$ cat config.mk
export PLATFORM = sky130hd
export DESIGN_NAME = gate_table_sweeper_flat
export DESIGN_NICKNAME = d
export VERILOG_FILES = /design/src/rtl/gate_table_sweeper_if.sv /design/src/rtl/gate_table_sweeper.sv /design/src/flat_wrapper.sv
export SDC_FILE = /design/constraint.sdc
export NUM_CORES = 1
export LEC_CHECK = 0
export CORE_UTILIZATION = 48
export DETAILED_ROUTE_END_ITERATION = 6
export GPL_TIMING_DRIVEN = 0
export PLACE_DENSITY = 0.77
export SKIP_LAST_GASP = 1
export SYNTH_ARGS = -nofsm -noshare
export SYNTH_HDL_FRONTEND = slang
export SYNTH_SLANG_ARGS = --single-unit
$ cat constraint.sdc
create_clock -name clk -period 2.6 [get_ports clk]
set_input_delay 0.26 -clock clk [delete_from_list [all_inputs] [get_ports clk]]
set_output_delay 0.26 -clock clk [all_outputs]
set_load 0.02 [all_outputs]
$ cat src/rtl/gate_table_sweeper_if.sv
// Bundle of the sweeper's control and result signals.
// The master side requests sweeps; the slave side streams rows and results.
interface gate_table_sweeper_if #(
    parameter int N = 2
);
    localparam int ROWS = 1 << N;

    logic            start;
    logic [2:0]      mode;
    logic            busy;
    logic            valid;
    logic [N-1:0]    a_out;
    logic            s_out;
    logic            done;
    logic [ROWS-1:0] table_out;
    logic [N:0]      ones_count;

    modport master (
        output start, mode,
        input  busy, valid, a_out, s_out, done, table_out, ones_count
    );

    modport slave (
        input  start, mode,
        output busy, valid, a_out, s_out, done, table_out, ones_count
    );
endinterface

$ cat src/rtl/gate_table_sweeper.sv
// Truth-table engine: walks every N-input combination, one per clock,
// streaming (inputs, result) rows and building a bitmap and a ones count.
module gate_table_sweeper #(
    parameter int N = 2
) (
    input logic                 clk,
    input logic                 reset,
    gate_table_sweeper_if.slave bus
);
    localparam int ROWS = 1 << N;
    localparam logic [N-1:0] LAST = N'(ROWS - 1);

    typedef enum logic [1:0] {
        IDLE,
        SWEEP,
        DONE
    } state_t;

    state_t          state;
    logic [N-1:0]    cnt;
    logic [2:0]      mode_q;
    logic            busy;
    logic            valid;
    logic            done;
    logic [ROWS-1:0] tbl;
    logic [N:0]      ones;
    logic            f;

    // Selected function of the current combination; codes 6 and 7 read as 0.
    always_comb begin
        f = 1'b0;
        unique case (mode_q)
            3'd0:    f = ~|cnt;
            3'd1:    f = ~&cnt;
            3'd2:    f = &cnt;
            3'd3:    f = |cnt;
            3'd4:    f = ^cnt;
            3'd5:    f = ~^cnt;
            default: f = 1'b0;
        endcase
    end

    // Sweep control: accept start in IDLE, record one row per clock, then pulse done.
    always_ff @(posedge clk or posedge reset) begin
        if (reset) begin
            state  <= IDLE;
            cnt    <= '0;
            mode_q <= '0;
            busy   <= 1'b0;
            valid  <= 1'b0;
            done   <= 1'b0;
            tbl    <= '0;
            ones   <= '0;
        end else begin
            unique case (state)
                IDLE: begin
                    done <= 1'b0;
                    if (bus.start) begin
                        mode_q <= bus.mode;
                        cnt    <= '0;
                        tbl    <= '0;
                        ones   <= '0;
                        busy   <= 1'b1;
                        valid  <= 1'b1;
                        state  <= SWEEP;
                    end
                end
                SWEEP: begin
                    tbl[cnt] <= f;
                    ones     <= ones + {{N{1'b0}}, f};
                    if (cnt == LAST) begin
                        busy  <= 1'b0;
                        valid <= 1'b0;
                        done  <= 1'b1;
                        state <= DONE;
                    end else begin
                        cnt <= cnt + 1'b1;
                    end
                end
                DONE: begin
                    done  <= 1'b0;
                    state <= IDLE;
                end
                default: begin
                    busy  <= 1'b0;
                    valid <= 1'b0;
                    done  <= 1'b0;
                    state <= IDLE;
                end
            endcase
        end
    end

    // Row outputs read as zero whenever no row is being presented.
    assign bus.a_out      = valid ? cnt : '0;
    assign bus.s_out      = valid & f;
    assign bus.busy       = busy;
    assign bus.valid      = valid;
    assign bus.done       = done;
    assign bus.table_out  = tbl;
    assign bus.ones_count = ones;
endmodule

$ cat src/flat_wrapper.sv
// flat-port wrapper written by rule: the top's interface ports become plain ports
module gate_table_sweeper_flat 
#(
    parameter int N = 2
)
  (clk, reset, bus_start, bus_mode, bus_busy, bus_valid, bus_a_out, bus_s_out, bus_done, bus_table_out, bus_ones_count);
  gate_table_sweeper_if #(.N(N)) bus_i ();
  input logic clk;
  input logic reset;
  input wire logic [$bits(bus_i.start)-1:0] bus_start;
  input wire logic [$bits(bus_i.mode)-1:0] bus_mode;
  output wire logic [$bits(bus_i.busy)-1:0] bus_busy;
  output wire logic [$bits(bus_i.valid)-1:0] bus_valid;
  output wire logic [$bits(bus_i.a_out)-1:0] bus_a_out;
  output wire logic [$bits(bus_i.s_out)-1:0] bus_s_out;
  output wire logic [$bits(bus_i.done)-1:0] bus_done;
  output wire logic [$bits(bus_i.table_out)-1:0] bus_table_out;
  output wire logic [$bits(bus_i.ones_count)-1:0] bus_ones_count;
  assign bus_i.start = bus_start;
  assign bus_i.mode = bus_mode;
  assign bus_busy = bus_i.busy;
  assign bus_valid = bus_i.valid;
  assign bus_a_out = bus_i.a_out;
  assign bus_s_out = bus_i.s_out;
  assign bus_done = bus_i.done;
  assign bus_table_out = bus_i.table_out;
  assign bus_ones_count = bus_i.ones_count;
  gate_table_sweeper #(.N(N)) u_core (.clk(clk), .reset(reset), .bus(bus_i));
endmodule
==> run_results.csv, run 1 <==
group,metric,value,unit
layout,register_area,400,um2
logic_synthesis,synth-seq-cells,16,
status,failed_checks,"design-rule violations",
die,num_io_pins,19,
logic_synthesis,yosysUniqueCellTypes,25,
clock_tree,ctsHoldBuffers,0,
logic_synthesis,syn_area_per_cell,11.5,um2
clock_tree,cts_buffers,3,
clock_tree,cts_tree,"yes",
place,routabilityCongestion,0.761,
pwr,p_comb_frac,0.596,
grt,grt_max_degree,17,
sta,drv_slew,0,
layout,fillers,126,
pwr,vdd_drop_max,0.000865,V
status,status,"finished with violations",
logic_synthesis,synth_fp_nets,86,
layout,nets,109,
worst_setup_path,crit_start,"u_core.cnt[0]$_DFFE_PP0P_",
worst_setup_path,crit_arrival,2.40,ns
route,wl_per_cell,14.0,um
grt,grtUsageTotal,0.193,
layout,multiInputGateArea,415,um2
worst_setup_path,reg2reg_from,"u_core.cnt[0]$_DFFE_PP0P_",
logic_synthesis,netlist_area,852,um2
place,place_hpwl,1100,um
clock_tree,root_buffer,"clkbuf_4",
place,placed_cells,108,
die,die_area,0.00195,mm2
grt,gr-total-overflow,0,
route,ant_nets,0,
worst_setup_path,path_max_fanout,6,
clock_tree,clk_latency,0.28,ns
sta,setup_viol,0,
die,die_w,44.1,um
logic_synthesis,postSynthCellCount,74,
sta,hold_viol_final,0,
logic_synthesis,synth_top_area_share,0.470,
grt,first_global_vias,625,
sta,tightest_slew,0.606,ns
sta,fin_crit_sh,0.854,
pwr,swShare,0.414,
route,first_pass_iters,6,
min_path,min_path_type,"in -> async",
pwr,powerDensity,1340,mW/mm2
layout,final_common_cell,"clkdlybuf4s50_1",
layout,area_growth,26.4,%
logic_synthesis,synth.area.top_cells,"dfrtp_1 (47%), ha_1 (8.8%), a22o_1 (6.2%)",
route,drc,2,
clock_tree,ctsHtreeMaxLevel,1,
die,core-area,0.00158,mm2
logic_synthesis,yosysWarnings,0,
sta,post-route-min-period,2.22,ns
grt,antenna_found_initial,0,
logic_synthesis,seq_area_frac_synth,0.470,
sta,fmax,451,MHz
die,die_h,44.1,um
pwr,p_sw,597,uW
place,portBuffers,18,
worst_setup_path,startpoint_type,"flop",
pwr,leakagePower,0.517,nW
sta,rsz0062_at_grt,"false",
layout,fin_cells,111,
route,drt_iter0_drc,9,
layout,diodes,0,
layout,drive_above_1_share,0.126,
grt,grt_pass1_wl,2680,um
route,vias_per_cell,5.61,
route,wirelength,1550,um
pwr,intPower,844,uW
pwr,pwr-share-clk,0.090,
logic_synthesis,netlist.top_cell.by_area,"dfrtp_1",
worst_setup_path,worstPathRequired,2.78,ns
worst_setup_path,cp-end-kind,"flop",
worst_setup_path,crit_type,"reg -> reg",
clock_tree,clockBufferDepth,2,
die,rows,14,
pwr,seqPwrFrac,0.314,
sta,max-slew-margin-rel,0.595,
layout,mostFrequentLayoutCells,"clkdlybuf4s50_1 (17), dfrtp_1 (16), a22o_1 (6), ha_1 (6)",
die,start_util,0.540,
sta,tns,0,ns
clock_tree,cts.sinks,16,
run,maxCapViolCount,0,
clock_tree,clk_pin_slew_worst_paths,0.09,ns
route,num_vias,623,
sta,clock_skew,0.00250,ns
cells by family (layout without fill, tap and decap cells):
family                   count (synthesis)  in the layout  synth area share
adder cells (fa/ha/maj)                  6              6            0.0881
multiplexers                             7              7            0.0881
flip-flops                              16             16             0.470
buffers and inverters                    8             29            0.0426
XOR/XNOR                                 1              1            0.0103
AO/OA/AOI/OAI                           19             19             0.179
AND/OR/NAND/NOR                         17             17             0.122
power groups by stage:
stage | Clock (mW) | Sequential, mW | Combinational (mW)
floorplan | 0 | 0.496 | 0.543
global placement | 0 | 0.454 | 0.844
detailed placement | 0 | 0.459 | 0.858
CTS | 0.132 | 0.452 | 0.865
global route | 0.140 | 0.471 | 0.940
finish | 0.130 | 0.453 | 0.859
registers in the layout, summed over array words and instances, names as in the netlist:
register,count
u_core.state,2
u_core.mode_q,3
u_core.bus.ones_count,3
u_core.bus.busy,1
u_core.bus.table_out,4
u_core.bus.done,1
u_core.cnt,2
worst max-delay path, stage by stage (launching register included):
cell and delay (ns):
dfrtp_1 0.42, inv_1 0.10, ha_1 0.35, xor2_1 0.16, nand3b_1 0.10, o311a_4 0.24
inv_1 0.05, ha_1 0.17, ha_1 0.20, nand2b_1 0.09, mux2i_1 0.07, a22o_1 0.17
metal layers:
metal | up-vias | track usage | wire (um)
met5 | - | 0 | 0
met4 | 0 | 0.121 | 35
met3 | 4 | 0.0408 | 42
met2 | 13 | 0.285 | 713
met1 | 304 | 0.257 | 761
li1 | 302 | - | -
worst paths after layout:
kind                                                         to  slack [ns]  depth (start not counted)
max                        u_core.bus.ones_count[2]$_DFFE_PP0P_        0.38                         11
min                                 u_core.bus.done$_DFFE_PP0N_        0.33                          2
max reg2reg                u_core.bus.ones_count[2]$_DFFE_PP0P_        0.38                         11
min reg2reg                         u_core.bus.done$_DFFE_PP0N_        0.50                          1
max in group asynchronous           u_core.state[0]$_DFFE_PP0P_        1.87                          2
min in group clk                    u_core.bus.done$_DFFE_PP0N_        0.50                          1
stage by stage:
step / cell area (um2) / setup slack, ns / total power [mW] / hold slack [ns] / utilization
finish: 1080 / 0.381 / 1.44 / 0.332 / 0.683
global route: 1080 / 0.205 / 1.55 / 0.417 / 0.683
CTS: 1070 / 0.0235 / 1.45 / 0.360 / 0.682
detailed placement: 1050 / 0.348 / 1.32 / 0.472 / 0.667
global placement: 1050 / 0.380 / 1.30 / 0.470 / 0.667
floorplan: 852 / 0.595 / 1.04 / 0.174 / -
cell usage after synthesis:
cell,count
nand3b_1,3
nand2_1,4
ha_1,6
dfrtp_1,16
nor2_1,1
mux2i_1,3
a21oi_1,1
xor2_1,1
o21ai_0,3
o31ai_2,1
a22o_1,6
o311a_4,1
inv_1,5
o21a_1,1
mux2_2,2
nand2b_1,1
mux2_1,2
and2_1,2
nor3b_2,1
a21o_1,1
buf_2,2
buf_4,1
o21ai_1,4
nor2b_1,5
o21bai_2,1
timing repair:
item / 4_1_cts / 5_1_grt
setup endpoints to repair: 0 / 1
gates resized for setup: 0 / 1
buffers inserted: 0 / 0
layout make-up:
class,instances,share of cell area
Multi-Input combinational cell,50,0.386
Sequential cell,16,0.372
Timing Repair Buffer,18,0.170
Clock buffer,3,0.0209
Tap cell,16,0.0186
Inverter,5,0.0174
Buffer,3,0.0163
(Power assumes the default switching activity.)
==> run 2, diff against run 1 <==
Settings changed: ABC_AREA set to 0, CORE_MARGIN set to 10.
==> run 2 against run 1 <==
Effect of this change: the flow now finishes without violations; worst setup slack better by 0.028 ns; core utilization down 4.6 points; non-clock buffer count unchanged; total power up 0.20%; sequential power about the same; first-iteration DRC count down 67%; largest cell class unchanged; largest power group unchanged; highest routed layer unchanged.
==> run_results.csv, run 2 (synthesis results as in run 1) <==
group,metric,value,unit
route,wl_per_cell,14.1,um
worst_setup_path,worstPathRequired,2.78,ns
layout,largest_reg_flops,4,
clock_tree,clk_latency,0.28,ns
layout,nets,109,
pwr,seqPwrFrac,0.314,
worst_setup_path,path_max_fanout,6,
sta,hold_viol_final,0,
layout,fin_util,0.637,
min_path,min_path_type,"in -> async",
die,core-area,0.00171,mm2
grt,grt_max_degree,17,
place,place_hpwl,1240,um
route,num_vias,602,
layout,drive_above_1_share,0.126,
sta,tns,0,ns
worst_setup_path,worstPathCellList,"inv_1 -> ha_1 -> xor2_1 -> nand3b_1 -> o311a_4 -> inv_1 -> ha_1 -> ha_1 -> nand2b_1 -> mux2i_1 -> a22o_1",
worst_setup_path,cpMostUsedCell,"ha_1",
route,drc,0,
layout,finalInstanceArea,0.00109,mm2
run,maxCapViolCount,0,
grt,gr-total-overflow,0,
clock_tree,cts_tree,"yes",
die,die_h,62.1,um
layout,register_area,400,um2
pwr,p_sw,601,uW
sta,fin_crit_sh,0.843,
sta,clock_skew,0.00712,ns
clock_tree,ctsHtreeMaxLevel,1,
die,die_area,0.00386,mm2
sta,drv_slew,0,
die,die_w,62.1,um
status,status,"completed",
route,drt_iter0_drc,3,
pwr,vdd_drop_max,0.000796,V
clock_tree,cts_buffers,3,
pwr,totalPowerFinal,1.44,mW
die,rows,15,
layout,fillers,139,
sta,rsz0062_at_grt,"false",
worst_setup_path,crit_arrival,2.37,ns
layout,mostFrequentLayoutCells,"clkdlybuf4s50_1 (17), dfrtp_1 (16), a22o_1 (6), ha_1 (6)",
place,portBuffers,18,
worst_setup_path,startpoint_type,"flop",
pwr,p_comb_frac,0.594,
route,wirelength,1690,um
clock_tree,cts.sinks,16,
sta,setup_viol,0,
route,ant_nets,0,
worst_setup_path,slowest_stage,"dfrtp_1",
clock_tree,root_buffer,"clkbuf_4",
pwr,leakagePower,0.517,nW
route,vias_per_cell,5.02,
route,first_pass_iters,4,
pwr,intPower,843,uW
sta,fmax,456,MHz
worst_setup_path,critPathMaxStageDelay,0.43,ns
layout,final_common_cell,"clkdlybuf4s50_1",
die,start_util,0.499,
pwr,swShare,0.416,
pwr,powerDensity,1330,mW/mm2
sta,tightest_slew,0.601,ns
worst_setup_path,r2r_slack,0.41,ns
clock_tree,cts_setup_buffers,0,
place,routabilityCongestion,0.797,
grt,grt_pass1_wl,2820,um
worst_setup_path,crit_type,"reg -> reg",
layout,diodes,0,
place,placed_area,0.00106,mm2
grt,first_global_vias,580,
layout,multiInputGateArea,415,um2
grt,antenna_found_initial,0,
sta,post-route-min-period,2.19,ns
sta,max-slew-margin-rel,0.599,
clock_tree,clockBufferDepth,2,
clock_tree,cts_resized,0,
clock_tree,ctsHoldBuffers,0,
worst_setup_path,cp-end-kind,"flop",
die,num_io_pins,19,
worst_setup_path,crit_start,"u_core.cnt[0]$_DFFE_PP0P_",
grt,grtUsageTotal,0.0882,
worst_setup_path,reg2reg_from,"u_core.cnt[0]$_DFFE_PP0P_",
clock_tree,clk_pin_slew_worst_paths,0.10,ns
pwr,pwr-share-clk,0.091,
layout,area_growth,27.8,%
run 2: cell counts in the layout (fill, tap and decap cells not counted):
No cell type changed its count.
run 2: per-stage QoR:
step / hold slack, ns / setup WS (ns) / cells
finish: 0.334 / 0.409 / 120
global route: 0.374 / 0.238 / 120
CTS: 0.358 / 0.0292 / 120
detailed placement: 0.473 / 0.366 / 117
global placement: 0.470 / 0.379 / 117
floorplan: 0.174 / 0.595 / 74
run 2: worst max-delay path: cells and delay by family (launching register included):
| kind | cells | cell delay [ns] |
|---|---|---|
| AO/OA/AOI/OAI | 2 | 0.42 |
| buffers and inverters | 2 | 0.16 |
| multiplexers | 1 | 0.06 |
| AND/OR/NAND/NOR | 2 | 0.17 |
| adder cells (fa/ha/maj) | 3 | 0.70 |
| flip-flops | 1 | 0.43 |
| XOR/XNOR | 1 | 0.15 |
run 2: power groups by stage:
stage	Combinational, mW	Sequential [mW]	Clock [mW]
2_1_floorplan	0.543	0.496	0
3_5_place_dp	0.868	0.459	0
3_3_place_gp	0.848	0.454	0
4_1_cts	0.875	0.453	0.134
6_report	0.858	0.454	0.132
5_1_grt	0.948	0.470	0.148
run 2: layer usage:
layer / track usage / routed length, um
met1: 0.108 / 800
met2: 0.122 / 743
met5: 0 / 0
met3: 0.0394 / 115
met4: 0.0543 / 33
run 2: cell type report:
type	instances	area share
plain buffers	3	0.0161
clock buffers	3	0.0207
inverters	5	0.0172
multi-input cells	50	0.382
flip-flops and latches	16	0.368
well taps	25	0.0287
repair buffers	18	0.168
run 2: path summary, 6_finish.rpt:
kind	end	cells after the start
setup / recovery	u_core.bus.ones_count[2]$_DFFE_PP0P_	11
hold / removal	u_core.bus.busy$_DFFE_PP0P_	2
setup reg to reg	u_core.bus.ones_count[2]$_DFFE_PP0P_	11
hold reg to reg	u_core.bus.done$_DFFE_PP0N_	1
max in group asynchronous	u_core.state[1]$_DFFE_PP0P_	2
min in group clk	u_core.bus.done$_DFFE_PP0N_	1
==> run 3, diff against run 2 <==
Settings changed: CORE_UTILIZATION 48 to 43, PLACE_DENSITY 0.77 to 0.73.
Clock period 2.6 ns to 2 ns, I/O delays scaled along.
==> run 3 against run 2 <==
Effect of this change: die area grew 7.8%; non-clock buffer count rose by 16; core utilization rose by 2.9 points; sequential power rose by 31%; hold slack worse by 0.066 ns; final area rose by 18%; sequential share of layout area down 5.4 points; total power is 64% higher; critical path depth shrank 6; global-route usage grew 0.86 points; critical path type is now reg -> out; critical endpoint is now bus_a_out[0]; largest cell class unchanged; highest routed layer unchanged.
==> run_results.csv, run 3 (synthesis results as in run 1) <==
group,metric,value,unit
status,status,"completed",
sta,fin_crit_sh,0.982,
layout,multiInputGateArea,473,um2
worst_setup_path,startpoint_type,"flop",
worst_setup_path,cp-end-kind,"primary output",
run,maxCapViolCount,0,
clock_tree,clk_latency,0.29,ns
die,die_area,0.00416,mm2
grt,gr-total-overflow,0,
layout,final_common_cell,"buf_4",
pwr,totalPowerFinal,2.36,mW
place,place_hpwl,1260,um
route,first_pass_iters,2,
sta,layout_setup_ws,0.0356,ns
worst_setup_path,crit_type,"reg -> out",
die,rows,16,
min_path,min_path_type,"in -> async",
route,highest_layer,"met4",
die,die_h,64.5,um
route,wl_met1,852,um
clock_tree,clk_pin_slew_worst_paths,0.09,ns
route,num_vias,708,
sta,tns,0,ns
layout,diodes,0,
clock_tree,cts_buffers,3,
worst_setup_path,critPathCapture,"bus_a_out[0]",
worst_setup_path,crit_arrival,1.76,ns
route,drt_iter0_drc,5,
clock_tree,clockBufferDepth,2,
sta,post-route-min-period,1.96,ns
layout,mostFrequentLayoutCells,"buf_4 (19), clkdlybuf4s50_1 (17), dfrtp_1 (15), a22o_1 (6), nor2b_1 (5)",
sta,rsz0062_at_grt,"true",
worst_setup_path,r2r_slack,0.06,ns
layout,area_growth,50.4,%
place,placed_area,0.00107,mm2
layout,finalInstanceArea,0.00128,mm2
sta,whs,0.269,ns
clock_tree,cts.sinks,16,
clock_tree,root_buffer,"clkbuf_4",
place,routabilityCongestion,0.759,
sta,drv_slew,0,
route,wirelength,2040,um
worst_setup_path,reg2reg_from,"u_core.cnt[1]$_DFFE_PP0P_",
sta,fmax,509,MHz
layout,largest_reg_flops,4,
worst_setup_path,r2r_cells,11,
sta,hold_viol_final,0,
layout,nets,125,
place,portBuffers,18,
pwr,powerDensity,1840,mW/mm2
grt,first_global_vias,726,
layout,drive_above_1_share,0.348,
die,start_util,0.443,
route,wl_per_cell,14.7,um
clock_tree,ctsHtreeMaxLevel,1,
layout,register_area,402,um2
layout,fin_util,0.667,
route,ant_nets,0,
die,num_io_pins,19,
sta,clock_skew,0.00389,ns
route,drc,0,
grt,grt_pass1_wl,3260,um
layout,fillers,163,
pwr,leakagePower,0.582,nW
grt,grtUsageTotal,0.0968,
route,met2_length,1050,um
clock_tree,cts_tree,"yes",
place,pre_cts_ws,-0.203,ns
worst_setup_path,worstPathRequired,1.80,ns
route,wl_met3,104,um
route,vias_per_cell,5.09,
worst_setup_path,crit_start,"u_core.cnt[0]$_DFFE_PP0P_",
worst_setup_path,path_max_fanout,2,
grt,grt_max_degree,17,
die,core-area,0.00192,mm2
clock_tree,ctsHoldBuffers,0,
grt,antenna_found_initial,0,
sta,setup_viol,0,
pwr,vdd_drop_max,0.000961,V
die,die_w,64.5,um
worst_setup_path,regToRegEndpoint,"u_core.bus.ones_count[2]$_DFFE_PP0P_",
place,placed_cells,119,
sta,max-slew-margin-rel,0.591,
sta,tightest_slew,0.613,ns
layout,fin_cells,139,
-- run 3: changes by cell type in the layout (fill, tap and decap cells not counted) --
cell,delta
xor2_1,-1
clkbuf_8,+1
xor2_2,+1
ha_4,+4
inv_1,-3
buf_4,+18
inv_2,+3
ha_1,-4
dlymetal6s2s_1,-1
dfrtp_1,-1
buf_2,-1
dfrtp_2,+1
-- run 3: worst min-delay path by stage --
| stage | startpoint | endpoint | slack [ns] | cells past startpoint |
|---|---|---|---|---|
| 2_1_floorplan | reset | u_core.bus.busy$_DFFE_PP0P_ | 0.11 | 1 |
| 3_3_place_gp | u_core.bus.done$_DFFE_PP0N_ | u_core.bus.done$_DFFE_PP0N_ | 0.47 | 1 |
| 3_5_place_dp | u_core.bus.done$_DFFE_PP0N_ | u_core.bus.done$_DFFE_PP0N_ | 0.47 | 1 |
| 4_1_cts | reset | u_core.bus.table_out[3]$_DFFE_PP0P_ | 0.28 | 2 |
| 5_1_grt | reset | u_core.bus.table_out[3]$_DFFE_PP0P_ | 0.31 | 2 |
| 6_report | reset | u_core.bus.ones_count[0]$_DFFE_PP0P_ | 0.27 | 2 |
-- run 3: power by group --
| group | internal, mW | switching (mW) | total, mW |
|---|---|---|---|
| logic | 0.856 | 0.691 | 1.55 |
| registers | 0.460 | 0.137 | 0.597 |
| clock network | 0.111 | 0.106 | 0.217 |
-- run 3: area by class of cell --
class | count | area share
Tap cell | 27 | 0.0264
Clock buffer | 4 | 0.0283
Sequential cell | 16 | 0.313
Multi-Input combinational cell | 50 | 0.369
Buffer | 2 | 0.00977
Timing Repair Buffer | 35 | 0.238
Inverter | 5 | 0.0146
-- run 3: worst max-delay path, stage by stage (launching register included) --
cell and delay [ns]:
dfrtp_1 0.40, buf_4 0.15, buf_4 0.13, buf_4 0.13, and2_1 0.13, clkdlybuf4s50_1 0.53
-- run 3: routing by layer --
metal  global-route usage  up-vias
li1                     -      333
met1                0.102      356
met2                0.171       14
met3               0.0395        5
met4               0.0321        0
met5                    0        -
-- run 3: repair_timing --
action,CTS,global route
pin swaps,2,1
setup endpoints to repair,3,3
setup buffers,11,6
resized for setup,9,7
